## config.mk

```make
export PLATFORM = sky130hd
export DESIGN_NAME = mem_arbiter_flat
export DESIGN_NICKNAME = d
export VERILOG_FILES = /design/src/rtl/mem_arbiter_pkg.sv /design/src/rtl/mem_arbiter_if.sv /design/src/rtl/mem_arb_pick.sv /design/src/rtl/mem_arbiter.sv /design/src/flat_wrapper.sv
export SDC_FILE = /design/constraint.sdc
export NUM_CORES = 1
export LEC_CHECK = 0
export BUFFER_PORTS_ARGS = -buffer_cell sky130_fd_sc_hd__buf_4
export CAP_MARGIN = 10
export CORE_ASPECT_RATIO = 1.75
export CORE_MARGIN = 2
export CORE_UTILIZATION = 28
export CTS_CLUSTER_SIZE = 20
export DETAILED_ROUTE_END_ITERATION = 10
export PLACE_DENSITY = 0.82
export SYNTH_ARGS = -nofsm -noshare
export SYNTH_HDL_FRONTEND = slang
export SYNTH_HIERARCHICAL = 1
export SYNTH_SLANG_ARGS = --single-unit
```

## constraint.sdc

```tcl
create_clock -name clk_i -period 2.85 [get_ports clk_i]
set_clock_uncertainty 0.1 [all_clocks]
set_input_delay 0.855 -clock clk_i [delete_from_list [all_inputs] [get_ports clk_i]]
set_output_delay 0.855 -clock clk_i [all_outputs]
set_load 0.1 [all_outputs]
```

## src/rtl/mem_arbiter_pkg.sv

```systemverilog
// Shared constants for the A09 memory arbiter: owner encodings, streak width
// and the streak update rule.
package mem_arbiter_pkg;

  localparam int unsigned STREAK_W = 4;
  typedef logic [STREAK_W-1:0] streak_t;
  localparam streak_t STREAK_MAX = '1;

  // In-flight owner encodings
  localparam logic [1:0] OWN_NONE = 2'b00;
  localparam logic [1:0] OWN_CPU  = 2'b01;
  localparam logic [1:0] OWN_LDR  = 2'b10;

  // Bit positions inside the one-hot grant vector
  localparam int unsigned GNT_CPU = 0;
  localparam int unsigned GNT_LDR = 1;

  // Streak counts CPU grants taken while the loader waits; any loader grant
  // or an idle loader clears it, and it saturates instead of wrapping.
  function automatic streak_t streak_next(streak_t cur, logic cpu_gnt,
                                          logic ldr_gnt, logic ldr_req);
    if (ldr_gnt || !ldr_req) return '0;
    if (cpu_gnt && (cur != STREAK_MAX)) return cur + streak_t'(1);
    return cur;
  endfunction

endpackage

```

## src/rtl/mem_arbiter_if.sv

```systemverilog
// Requester and memory command/response signals of the arbiter.
interface mem_arbiter_if #(
  parameter int unsigned DATA_WIDTH = 16,
  parameter int unsigned ADDR_WIDTH = 8
);
  logic                  cpu_req_i;
  logic                  cpu_we_i;
  logic [ADDR_WIDTH-1:0] cpu_addr_i;
  logic [DATA_WIDTH-1:0] cpu_data_i;
  logic                  cpu_gnt_o;
  logic                  cpu_rvalid_o;
  logic [DATA_WIDTH-1:0] cpu_data_o;

  logic                  ldr_req_i;
  logic                  ldr_we_i;
  logic [ADDR_WIDTH-1:0] ldr_addr_i;
  logic [DATA_WIDTH-1:0] ldr_data_i;
  logic                  ldr_gnt_o;
  logic                  ldr_rvalid_o;
  logic [DATA_WIDTH-1:0] ldr_data_o;
  logic                  ldr_lock_i;

  logic                  mem_en_o;
  logic                  mem_we_o;
  logic [ADDR_WIDTH-1:0] mem_addr_o;
  logic [DATA_WIDTH-1:0] mem_data_o;
  logic [DATA_WIDTH-1:0] mem_data_i;
  logic                  busy_o;

  // Arbiter side
  modport slave (
    input  cpu_req_i, cpu_we_i, cpu_addr_i, cpu_data_i,
    input  ldr_req_i, ldr_we_i, ldr_addr_i, ldr_data_i, ldr_lock_i,
    input  mem_data_i,
    output cpu_gnt_o, cpu_rvalid_o, cpu_data_o,
    output ldr_gnt_o, ldr_rvalid_o, ldr_data_o,
    output mem_en_o, mem_we_o, mem_addr_o, mem_data_o, busy_o
  );

  // Requesters and memory side
  modport master (
    output cpu_req_i, cpu_we_i, cpu_addr_i, cpu_data_i,
    output ldr_req_i, ldr_we_i, ldr_addr_i, ldr_data_i, ldr_lock_i,
    output mem_data_i,
    input  cpu_gnt_o, cpu_rvalid_o, cpu_data_o,
    input  ldr_gnt_o, ldr_rvalid_o, ldr_data_o,
    input  mem_en_o, mem_we_o, mem_addr_o, mem_data_o, busy_o
  );
endinterface

```

## src/rtl/mem_arb_pick.sv

```systemverilog
// Combinational grant decision between CPU and loader.
module mem_arb_pick
  import mem_arbiter_pkg::*;
#(
  parameter int unsigned HOLD_MAX = 4
) (
  input  logic    cpu_req_i,
  input  logic    ldr_req_i,
  input  logic    lock_i,
  input  streak_t streak_i,
  output logic [1:0] gnt_o
);
  localparam streak_t HOLD_LIM = streak_t'(HOLD_MAX);

  // Lock first, then streak-limited CPU priority, else the lone requester
  always_comb begin
    gnt_o = '0;
    if (lock_i) begin
      gnt_o[GNT_LDR] = ldr_req_i;
    end else if (cpu_req_i && ldr_req_i) begin
      if (streak_i < HOLD_LIM) gnt_o[GNT_CPU] = 1'b1;
      else                     gnt_o[GNT_LDR] = 1'b1;
    end else begin
      gnt_o[GNT_CPU] = cpu_req_i;
      gnt_o[GNT_LDR] = ldr_req_i;
    end
  end
endmodule

```

## src/rtl/mem_arbiter.sv

```systemverilog
// Shares the A09 single-port memory between the CPU and the program loader.
module mem_arbiter
  import mem_arbiter_pkg::*;
#(
  parameter int unsigned DATA_WIDTH = 16,
  parameter int unsigned ADDR_WIDTH = 8,
  parameter int unsigned HOLD_MAX   = 4
) (
  input  logic         clk_i,
  input  logic         reset_ni,
  mem_arbiter_if.slave bus
);
  logic [1:0] gnt;
  logic       cpu_gnt;
  logic       ldr_gnt;
  streak_t    streak_q, streak_d;
  logic [1:0] owner_q, owner_d;
  logic       rd_q, rd_d;

  mem_arb_pick #(.HOLD_MAX(HOLD_MAX)) u_pick (
    .cpu_req_i (bus.cpu_req_i),
    .ldr_req_i (bus.ldr_req_i),
    .lock_i    (bus.ldr_lock_i),
    .streak_i  (streak_q),
    .gnt_o     (gnt)
  );

  // Grants are masked during reset so the command bus is idle while held
  assign cpu_gnt = gnt[GNT_CPU] & reset_ni;
  assign ldr_gnt = gnt[GNT_LDR] & reset_ni;

  // Drive the memory command bus from the granted requester
  always_comb begin
    bus.cpu_gnt_o  = cpu_gnt;
    bus.ldr_gnt_o  = ldr_gnt;
    bus.mem_en_o   = cpu_gnt | ldr_gnt;
    bus.mem_we_o   = 1'b0;
    bus.mem_addr_o = '0;
    bus.mem_data_o = '0;
    if (cpu_gnt) begin
      bus.mem_we_o   = bus.cpu_we_i;
      bus.mem_addr_o = bus.cpu_addr_i;
      bus.mem_data_o = bus.cpu_data_i;
    end else if (ldr_gnt) begin
      bus.mem_we_o   = bus.ldr_we_i;
      bus.mem_addr_o = bus.ldr_addr_i;
      bus.mem_data_o = bus.ldr_data_i;
    end
  end

  // Next owner, read flag and streak from this cycle's grant
  always_comb begin
    owner_d = OWN_NONE;
    rd_d    = 1'b0;
    if (cpu_gnt) begin
      owner_d = OWN_CPU;
      rd_d    = ~bus.cpu_we_i;
    end else if (ldr_gnt) begin
      owner_d = OWN_LDR;
      rd_d    = ~bus.ldr_we_i;
    end
    streak_d = streak_next(streak_q, cpu_gnt, ldr_gnt, bus.ldr_req_i);
  end

  // In-flight and starvation state
  always_ff @(posedge clk_i or negedge reset_ni) begin
    if (!reset_ni) begin
      owner_q  <= OWN_NONE;
      rd_q     <= 1'b0;
      streak_q <= '0;
    end else begin
      owner_q  <= owner_d;
      rd_q     <= rd_d;
      streak_q <= streak_d;
    end
  end

  // Route returning read data to the owner of the in-flight read
  always_comb begin
    bus.cpu_rvalid_o = rd_q && (owner_q == OWN_CPU);
    bus.ldr_rvalid_o = rd_q && (owner_q == OWN_LDR);
    bus.cpu_data_o   = bus.cpu_rvalid_o ? bus.mem_data_i : '0;
    bus.ldr_data_o   = bus.ldr_rvalid_o ? bus.mem_data_i : '0;
    bus.busy_o       = rd_q;
  end
endmodule

```

## src/flat_wrapper.sv

```systemverilog
// flat-port wrapper written by rule: the top's interface ports become plain ports
module mem_arbiter_flat import mem_arbiter_pkg::*;
#(
  parameter int unsigned DATA_WIDTH = 16,
  parameter int unsigned ADDR_WIDTH = 8,
  parameter int unsigned HOLD_MAX   = 4
)
  (clk_i, reset_ni, bus_cpu_req_i, bus_cpu_we_i, bus_cpu_addr_i, bus_cpu_data_i, bus_ldr_req_i, bus_ldr_we_i, bus_ldr_addr_i, bus_ldr_data_i, bus_ldr_lock_i, bus_mem_data_i, bus_cpu_gnt_o, bus_cpu_rvalid_o, bus_cpu_data_o, bus_ldr_gnt_o, bus_ldr_rvalid_o, bus_ldr_data_o, bus_mem_en_o, bus_mem_we_o, bus_mem_addr_o, bus_mem_data_o, bus_busy_o);
  mem_arbiter_if #(.DATA_WIDTH(DATA_WIDTH), .ADDR_WIDTH(ADDR_WIDTH)) bus_i ();
  input  logic clk_i;
  input  logic reset_ni;
  input wire logic [$bits(bus_i.cpu_req_i)-1:0] bus_cpu_req_i;
  input wire logic [$bits(bus_i.cpu_we_i)-1:0] bus_cpu_we_i;
  input wire logic [$bits(bus_i.cpu_addr_i)-1:0] bus_cpu_addr_i;
  input wire logic [$bits(bus_i.cpu_data_i)-1:0] bus_cpu_data_i;
  input wire logic [$bits(bus_i.ldr_req_i)-1:0] bus_ldr_req_i;
  input wire logic [$bits(bus_i.ldr_we_i)-1:0] bus_ldr_we_i;
  input wire logic [$bits(bus_i.ldr_addr_i)-1:0] bus_ldr_addr_i;
  input wire logic [$bits(bus_i.ldr_data_i)-1:0] bus_ldr_data_i;
  input wire logic [$bits(bus_i.ldr_lock_i)-1:0] bus_ldr_lock_i;
  input wire logic [$bits(bus_i.mem_data_i)-1:0] bus_mem_data_i;
  output wire logic [$bits(bus_i.cpu_gnt_o)-1:0] bus_cpu_gnt_o;
  output wire logic [$bits(bus_i.cpu_rvalid_o)-1:0] bus_cpu_rvalid_o;
  output wire logic [$bits(bus_i.cpu_data_o)-1:0] bus_cpu_data_o;
  output wire logic [$bits(bus_i.ldr_gnt_o)-1:0] bus_ldr_gnt_o;
  output wire logic [$bits(bus_i.ldr_rvalid_o)-1:0] bus_ldr_rvalid_o;
  output wire logic [$bits(bus_i.ldr_data_o)-1:0] bus_ldr_data_o;
  output wire logic [$bits(bus_i.mem_en_o)-1:0] bus_mem_en_o;
  output wire logic [$bits(bus_i.mem_we_o)-1:0] bus_mem_we_o;
  output wire logic [$bits(bus_i.mem_addr_o)-1:0] bus_mem_addr_o;
  output wire logic [$bits(bus_i.mem_data_o)-1:0] bus_mem_data_o;
  output wire logic [$bits(bus_i.busy_o)-1:0] bus_busy_o;
  assign bus_i.cpu_req_i = bus_cpu_req_i;
  assign bus_i.cpu_we_i = bus_cpu_we_i;
  assign bus_i.cpu_addr_i = bus_cpu_addr_i;
  assign bus_i.cpu_data_i = bus_cpu_data_i;
  assign bus_i.ldr_req_i = bus_ldr_req_i;
  assign bus_i.ldr_we_i = bus_ldr_we_i;
  assign bus_i.ldr_addr_i = bus_ldr_addr_i;
  assign bus_i.ldr_data_i = bus_ldr_data_i;
  assign bus_i.ldr_lock_i = bus_ldr_lock_i;
  assign bus_i.mem_data_i = bus_mem_data_i;
  assign bus_cpu_gnt_o = bus_i.cpu_gnt_o;
  assign bus_cpu_rvalid_o = bus_i.cpu_rvalid_o;
  assign bus_cpu_data_o = bus_i.cpu_data_o;
  assign bus_ldr_gnt_o = bus_i.ldr_gnt_o;
  assign bus_ldr_rvalid_o = bus_i.ldr_rvalid_o;
  assign bus_ldr_data_o = bus_i.ldr_data_o;
  assign bus_mem_en_o = bus_i.mem_en_o;
  assign bus_mem_we_o = bus_i.mem_we_o;
  assign bus_mem_addr_o = bus_i.mem_addr_o;
  assign bus_mem_data_o = bus_i.mem_data_o;
  assign bus_busy_o = bus_i.busy_o;
  mem_arbiter #(.DATA_WIDTH(DATA_WIDTH), .ADDR_WIDTH(ADDR_WIDTH), .HOLD_MAX(HOLD_MAX)) u_core (.clk_i(clk_i), .reset_ni(reset_ni), .bus(bus_i));
endmodule
```

Word-level counts from Yosys, hierarchy flattened
Cells that the tools add are included.
{"block": "word_totals", "n_memories": 0, "ram_bits": 0, "latchBits": 0, "romBits": 0, "reg_bits": 7, "out_inout_bits": 63, "elab_cells": 44}
{"block": "classes", "order_cmp": 1, "n_eq_ne": 3, "n_bitwise": 5, "div": 0, "n_mux": 24, "addsub": 1, "mul": 0, "reduce_logical": 7, "n_shift": 0}
{"cell": "16-bit two-way mux", "n": 4}
{"cell": "4-bit two-way mux", "n": 4}
{"cell": "8-bit two-way mux", "n": 2}
{"cell": "1-bit two-way mux", "n": 11}
{"cell": "2-bit two-way mux", "n": 3}
{"cell": "4-bit by 1-bit adder with 4-bit output (second input constant)", "n": 1}
{"cell": "1-bit logical AND", "n": 4}
{"cell": "4-bit by 3-bit < comparator with 1-bit output (second input constant)", "n": 1}
{"cell": "4-bit inequality test (second input constant)", "n": 1}
{"cell": "1-bit bitwise AND", "n": 2}
{"cell": "2-bit by 1-bit == test with 1-bit output (second input constant)", "n": 1}
{"cell": "2-bit == test (second input constant)", "n": 1}
{"cell": "1-bit inverter", "n": 2}
{"cell": "2-bit nonzero test", "n": 1}
{"cell": "1-bit logical NOT", "n": 1}
{"cell": "1-bit logical OR", "n": 1}
{"cell": "1-bit OR", "n": 1}

Longest topological paths before layout
{"block": "depth", "depth_word": 10, "depth_mapped": 7, "ltp_nobuf": 6}

Hierarchy
Netlist, hierarchy kept.
{"module": "mem_arbiter", "cells_per_inst": 98, "n_inst": 1, "area_per_inst_um2": 798.3, "seq_area_each_um2": 175.2}
{"module": "mem_arb_pick", "cells_per_inst": 4, "n_inst": 1, "area_per_inst_um2": 33.8, "seq_area_each_um2": 0.0}

Least setup slack after synthesis
No wires, ideal clock.
{"block": "synth_timing", "path_kind": "input-to-output", "start": "input port bus_ldr_lock_i", "end": "output port bus_mem_data_o[10]", "path_stages": 6, "setup_slack_ns": -0.857, "required_time_ns": 1.895, "arrival_time_ns": 2.752, "cell_sequence": "nand2b_4 -> nor2_1 -> nand2_2 -> inv_2 -> buf_2 -> a22o_1"}
{"block": "synth_between", "word_cells_on_any_way": 6, "classes_between": "mux: 4; bitwise: 2"}
{"element": "from (decl)", "line_no": "flat_wrapper.sv:20", "source": "input wire logic [$bits(bus_i.ldr_lock_i)-1:0] bus_ldr_lock_i;"}
{"element": "1-bit two-way mux", "line_no": "mem_arb_pick.sv:18", "source": "if (lock_i) begin"}
{"element": "net u_core.gnt[0]", "line_no": "mem_arbiter.sv:13", "source": "logic [1:0] gnt;"}
{"element": "1-bit bitwise AND", "line_no": "mem_arbiter.sv:29", "source": "assign cpu_gnt = gnt[GNT_CPU] & reset_ni;"}
{"element": "net bus_cpu_gnt_o", "line_no": "flat_wrapper.sv:22", "source": "output wire logic [$bits(bus_i.cpu_gnt_o)-1:0] bus_cpu_gnt_o;"}
{"element": "16-bit two-way mux", "line_no": "mem_arbiter.sv:40", "source": "if (cpu_gnt) begin"}
{"element": "to (decl)", "line_no": "flat_wrapper.sv:31", "source": "output wire logic [$bits(bus_i.mem_data_o)-1:0] bus_mem_data_o;"}
The timed path passes the listed nets, and every way through them passes these cells.

Worst setup path in the final report
{"block": "layout_timing", "start": "input port bus_ldr_lock_i", "end": "output port bus_mem_data_o[14]"}
{"block": "layout_between", "elab_chain_cells": 4, "word_cells_on_any_way": 6, "classes_between": "mux: 4; bitwise: 2"}
{"element": "1-bit two-way mux", "line_no": "mem_arb_pick.sv:18"}
{"element": "net u_core.gnt[1]", "line_no": "mem_arbiter.sv:13"}
{"element": "1-bit bitwise AND", "line_no": "mem_arbiter.sv:30", "source": "assign ldr_gnt = gnt[GNT_LDR] & reset_ni;"}
{"element": "16-bit two-way mux", "line_no": "mem_arbiter.sv:44", "source": "end else if (ldr_gnt) begin"}
{"element": "16-bit two-way mux", "line_no": "mem_arbiter.sv:40"}
The timed path passes the listed nets, and every way through them passes these cells.

==> results.sh <==
export IMPL_status="finished with violations"
export IMPL_failed_checks="setup timing"
export IMPL_seq_area_sq_um=176
export IMPL_die_h_microns=76.1
export IMPL_critical_path_top_delay_family="compound AO/OA/AOI/OAI gates"
export IMPL_relSlewSlack_pct=60.8
export IMPL_crit_type="primary input to primary output"
export IMPL_multi_input_combinational_cell_area_sq_um=888
export IMPL_yosys_area_share_simple_pct=36.4
export IMPL_power_internal_w=0.000411
export IMPL_leakage_nw=1.43
export IMPL_synth_yosys_seq_area_share_pct=21.1
export IMPL_detailroute_via_count=1681
export IMPL_most_common_layout_cells="113 x sky130_fd_sc_hd__buf_4, 30 x sky130_fd_sc_hd__buf_12, 23 x sky130_fd_sc_hd__a22o_4, 18 x sky130_fd_sc_hd__and2_4, 14 x sky130_fd_sc_hd__and2_1"
export IMPL_power_density_nw_per_um2=285
export IMPL_cp_num_cells=8
export IMPL_path_common_cell="sky130_fd_sc_hd__buf_12"
export IMPL_filler_cell_count=73
export IMPL_path_depth_of_the_worst_reg2reg_path=7
export IMPL_placementRows=26
export IMPL_yosys_area_share_xor_xnor_pct=0
export IMPL_clock_tree_root_cell="sky130_fd_sc_hd__clkbuf_8"
export IMPL_worst_setup_hold_path_clk_slew_ps=50
export IMPL_synth_fa_ha_area_share_pct=1.50
export IMPL_hold_slack_ps=455
export IMPL_detailedRoute_firstIterationViolations=113
export IMPL_synth_avg_cell_area_sq_um=8.16
export IMPL_core_area_sq_um=2860
export IMPL_share_seq_of_total_power_pct=13.7
export IMPL_synth_async_sr_flop_share_pct=100
export IMPL_route_final_wire_length_microns=7610
export IMPL_setup_viol=26
export IMPL_die_area_sq_um=3440
export IMPL_timing_critical_path_buf_inv=3
export IMPL_grt_antenna_before_repair=0
export IMPL_postSynthNetCount=174
export IMPL_global_route_overflow_total=0
export IMPL_tightest_slew_ps=588
export IMPL_dieWidth_microns=45.2
export IMPL_fin_tns_setup_ps=-5410
export IMPL_comb_power_share_pct=66.6
export IMPL_grt_setup_unrepaired="yes"
export IMPL_cts_tree="yes"
export IMPL_drive_gt1_share_pct=82.7
export IMPL_portBuffers=133
export IMPL_drt_pass1_iterations=4
export IMPL_timing_critical_path_slowest_cell_delay_ps=280
export IMPL_start_util_pct=29.1
export IMPL_final_common_cell="sky130_fd_sc_hd__buf_4"
export IMPL_reg2reg_slack_ps=850
export IMPL_cts_root_to_sink_buffers=2
export IMPL_synth_cells=102
export IMPL_area_growth_syn_to_layout_pct=225
export IMPL_synth_area_mux_share_pct=0
export IMPL_grt_pass1_wl_microns=9590
export IMPL_max_cap_viol_count=0
export IMPL_finalMaxSlewViolations=0
export IMPL_yosys_register_bits=7
export IMPL_h_tree_depth=1
export IMPL_finalCriticalPeriod_ps=3080
export IMPL_antenna_diode_count=0
export IMPL_number_of_global_route_vias_before_repair=1790
export IMPL_holdCritPathClass="primary input to asynchronous set/reset pin"
export IMPL_timing_critical_path_slowest_stage_cell="sky130_fd_sc_hd__o31a_1"
export IMPL_arrival_ps=2130
export IMPL_numCtsBuffers=3
export IMPL_crit_path_max_fanout=6
export IMPL_netSwitchingPower_w=0.000359
export IMPL_drc_errors=0
export IMPL_design_portCount=134
export IMPL_worstPathRequired_ps=1900
export IMPL_fmaxAchievable_ghz=0.325
export IMPL_post_syn_area_sq_um=832
export IMPL_synth_yosys_warnings=6
export IMPL_detailed_place_hpwl_microns=3760
export IMPL_yosys_cell_types_count=29
export IMPL_r2r_startpoint="u_core/streak_q[2]"
export IMPL_synth_ff_type="sky130_fd_sc_hd__dfrtp_1"
export IMPL_type_of_destination_of_the_critical_path="primary output"
export IMPL_power_share_clock_pct=19.7
export IMPL_global_route_usage_total_pct=38.1
export IMPL_replace_congestion=0.806
export IMPL_wl_per_cell_microns=27.6
export IMPL_post_route_clock_period_utilization_pct=108
export IMPL_final_nets=321
export IMPL_route_antenna_remaining_nets=0
export IMPL_cts_hold_buffers=0
export IMPL_complex_gate_fraction_of_the_synthesized_area_pct=34.3
export IMPL_series_of_cell_instances_along_the_critical_path="buf_6 > nand2b_4 > o31a_1 > nand2_4 > nor2_4 > buf_12 > a22o_4 > buf_12"
export IMPL_cts_num_sinks=7
export IMPL_synth_edff_count=0
export IMPL_netSwitchingFraction_pct=46.6
export IMPL_setup_slack_ps=-232
export IMPL_ir_drop_mv=0.210
export IMPL_insertion_delay_ps=240
export IMPL_grt_max_degree=21
export IMPL_worstSetupStartpointType="primary input"
export IMPL_timing_final_hold_violations=0
export IMPL_vias_per_cell=6.09
export IMPL_design_power_total_w=0.000770
export IMPL_reg2reg_to="u_core/streak_q[3]"
export IMPL_dominant_combinational_cell_family_by_area_after_synthesis="simple AND/OR/NAND/NOR gates"
cell families (layout without fill, tap and decap cells):
group | Yosys count | count (layout)
and+or+nand+nor | 49 | 50
buffers and inverters | 10 | 155
adders and majority gates | 1 | 1
DFF | 7 | 7
AOI/OAI and AO/OA | 35 | 35
cell usage after synthesis, types with 2 or more instances:
cell type                  instances  area [sq um]
sky130_fd_sc_hd__nor2_1            2          7.51
sky130_fd_sc_hd__and2_1           32           200
sky130_fd_sc_hd__dfrtp_1           7           175
sky130_fd_sc_hd__a22o_1           25           219
sky130_fd_sc_hd__clkbuf_1          2          7.51
sky130_fd_sc_hd__buf_4             2          15.0
sky130_fd_sc_hd__a21oi_1           3          15.0
sky130_fd_sc_hd__nand2_1           4          15.0
sky130_fd_sc_hd__nor3_1            2          10.0
sky130_fd_sc_hd__buf_2             3          15.0
sky130_fd_sc_hd__o21ai_0           2          10.0
per-layer routing:
layer	routed length, microns	global-route usage (%)
met5	0	0
met4	532	20.0
met3	784	12.8
met2	3980	67.4
met1	2320	35.7
worst max-delay path by stage:
stage,start,endpoint,slack (ps)
after floorplan,bus_ldr_lock_i,bus_mem_addr_o[0],-50
after global placement,bus_ldr_lock_i,bus_mem_addr_o[1],-460
after detailed placement,bus_ldr_lock_i,bus_mem_addr_o[2],-530
after CTS,bus_ldr_lock_i,bus_mem_addr_o[6],-180
after global routing,bus_ldr_lock_i,bus_mem_data_o[14],-240
final,bus_ldr_lock_i,bus_mem_data_o[14],-230
state kept, by name, summed over array words and instances (netlist names):
| name | cells |
|---|---|
| u_core/streak_q | 4 |
| u_core/owner_q | 2 |
| u_core/bus.busy_o | 1 |
metrics by stage:
step                      area (sq um)  setup WS, ps  util [%]  std cells
after detailed placement          2120          -530      74.2        263
after global routing              2710          -239      94.5        276
after global placement            2120          -463      74.2        263
after CTS                         2580          -184      90.2        274
final                             2710          -232      94.5        276
after floorplan                   1100         -45.4         -        102
layout make-up:
class	count	area share [%]
Timing Repair Buffer	149	57.3
Multi-Input combinational cell	86	32.8
Sequential cell	7	6.52
Clock buffer	3	1.53
Tap cell	28	1.29
Inverter	2	0.370
Clock inverter	1	0.185
repair_timing:
action	in CTS	in global routing
pin swaps	5	2
endpoints found under the setup margin	27	28
resized for setup	77	19
endpoints found under the hold margin	0	0
gates cloned	2	1
setup buffers	5	2
power by group through the flow:
stage               Combinational (W)  Sequential [W]  Clock, W
floorplan                    0.000258        0.000111         0
finish                       0.000513        0.000105  0.000152
CTS                          0.000474        0.000104  0.000147
global route                 0.000523        0.000105  0.000156
global placement             0.000392        0.000106         0
detailed placement           0.000397        0.000106         0
Note: power is estimated with default switching activity, not from simulation.
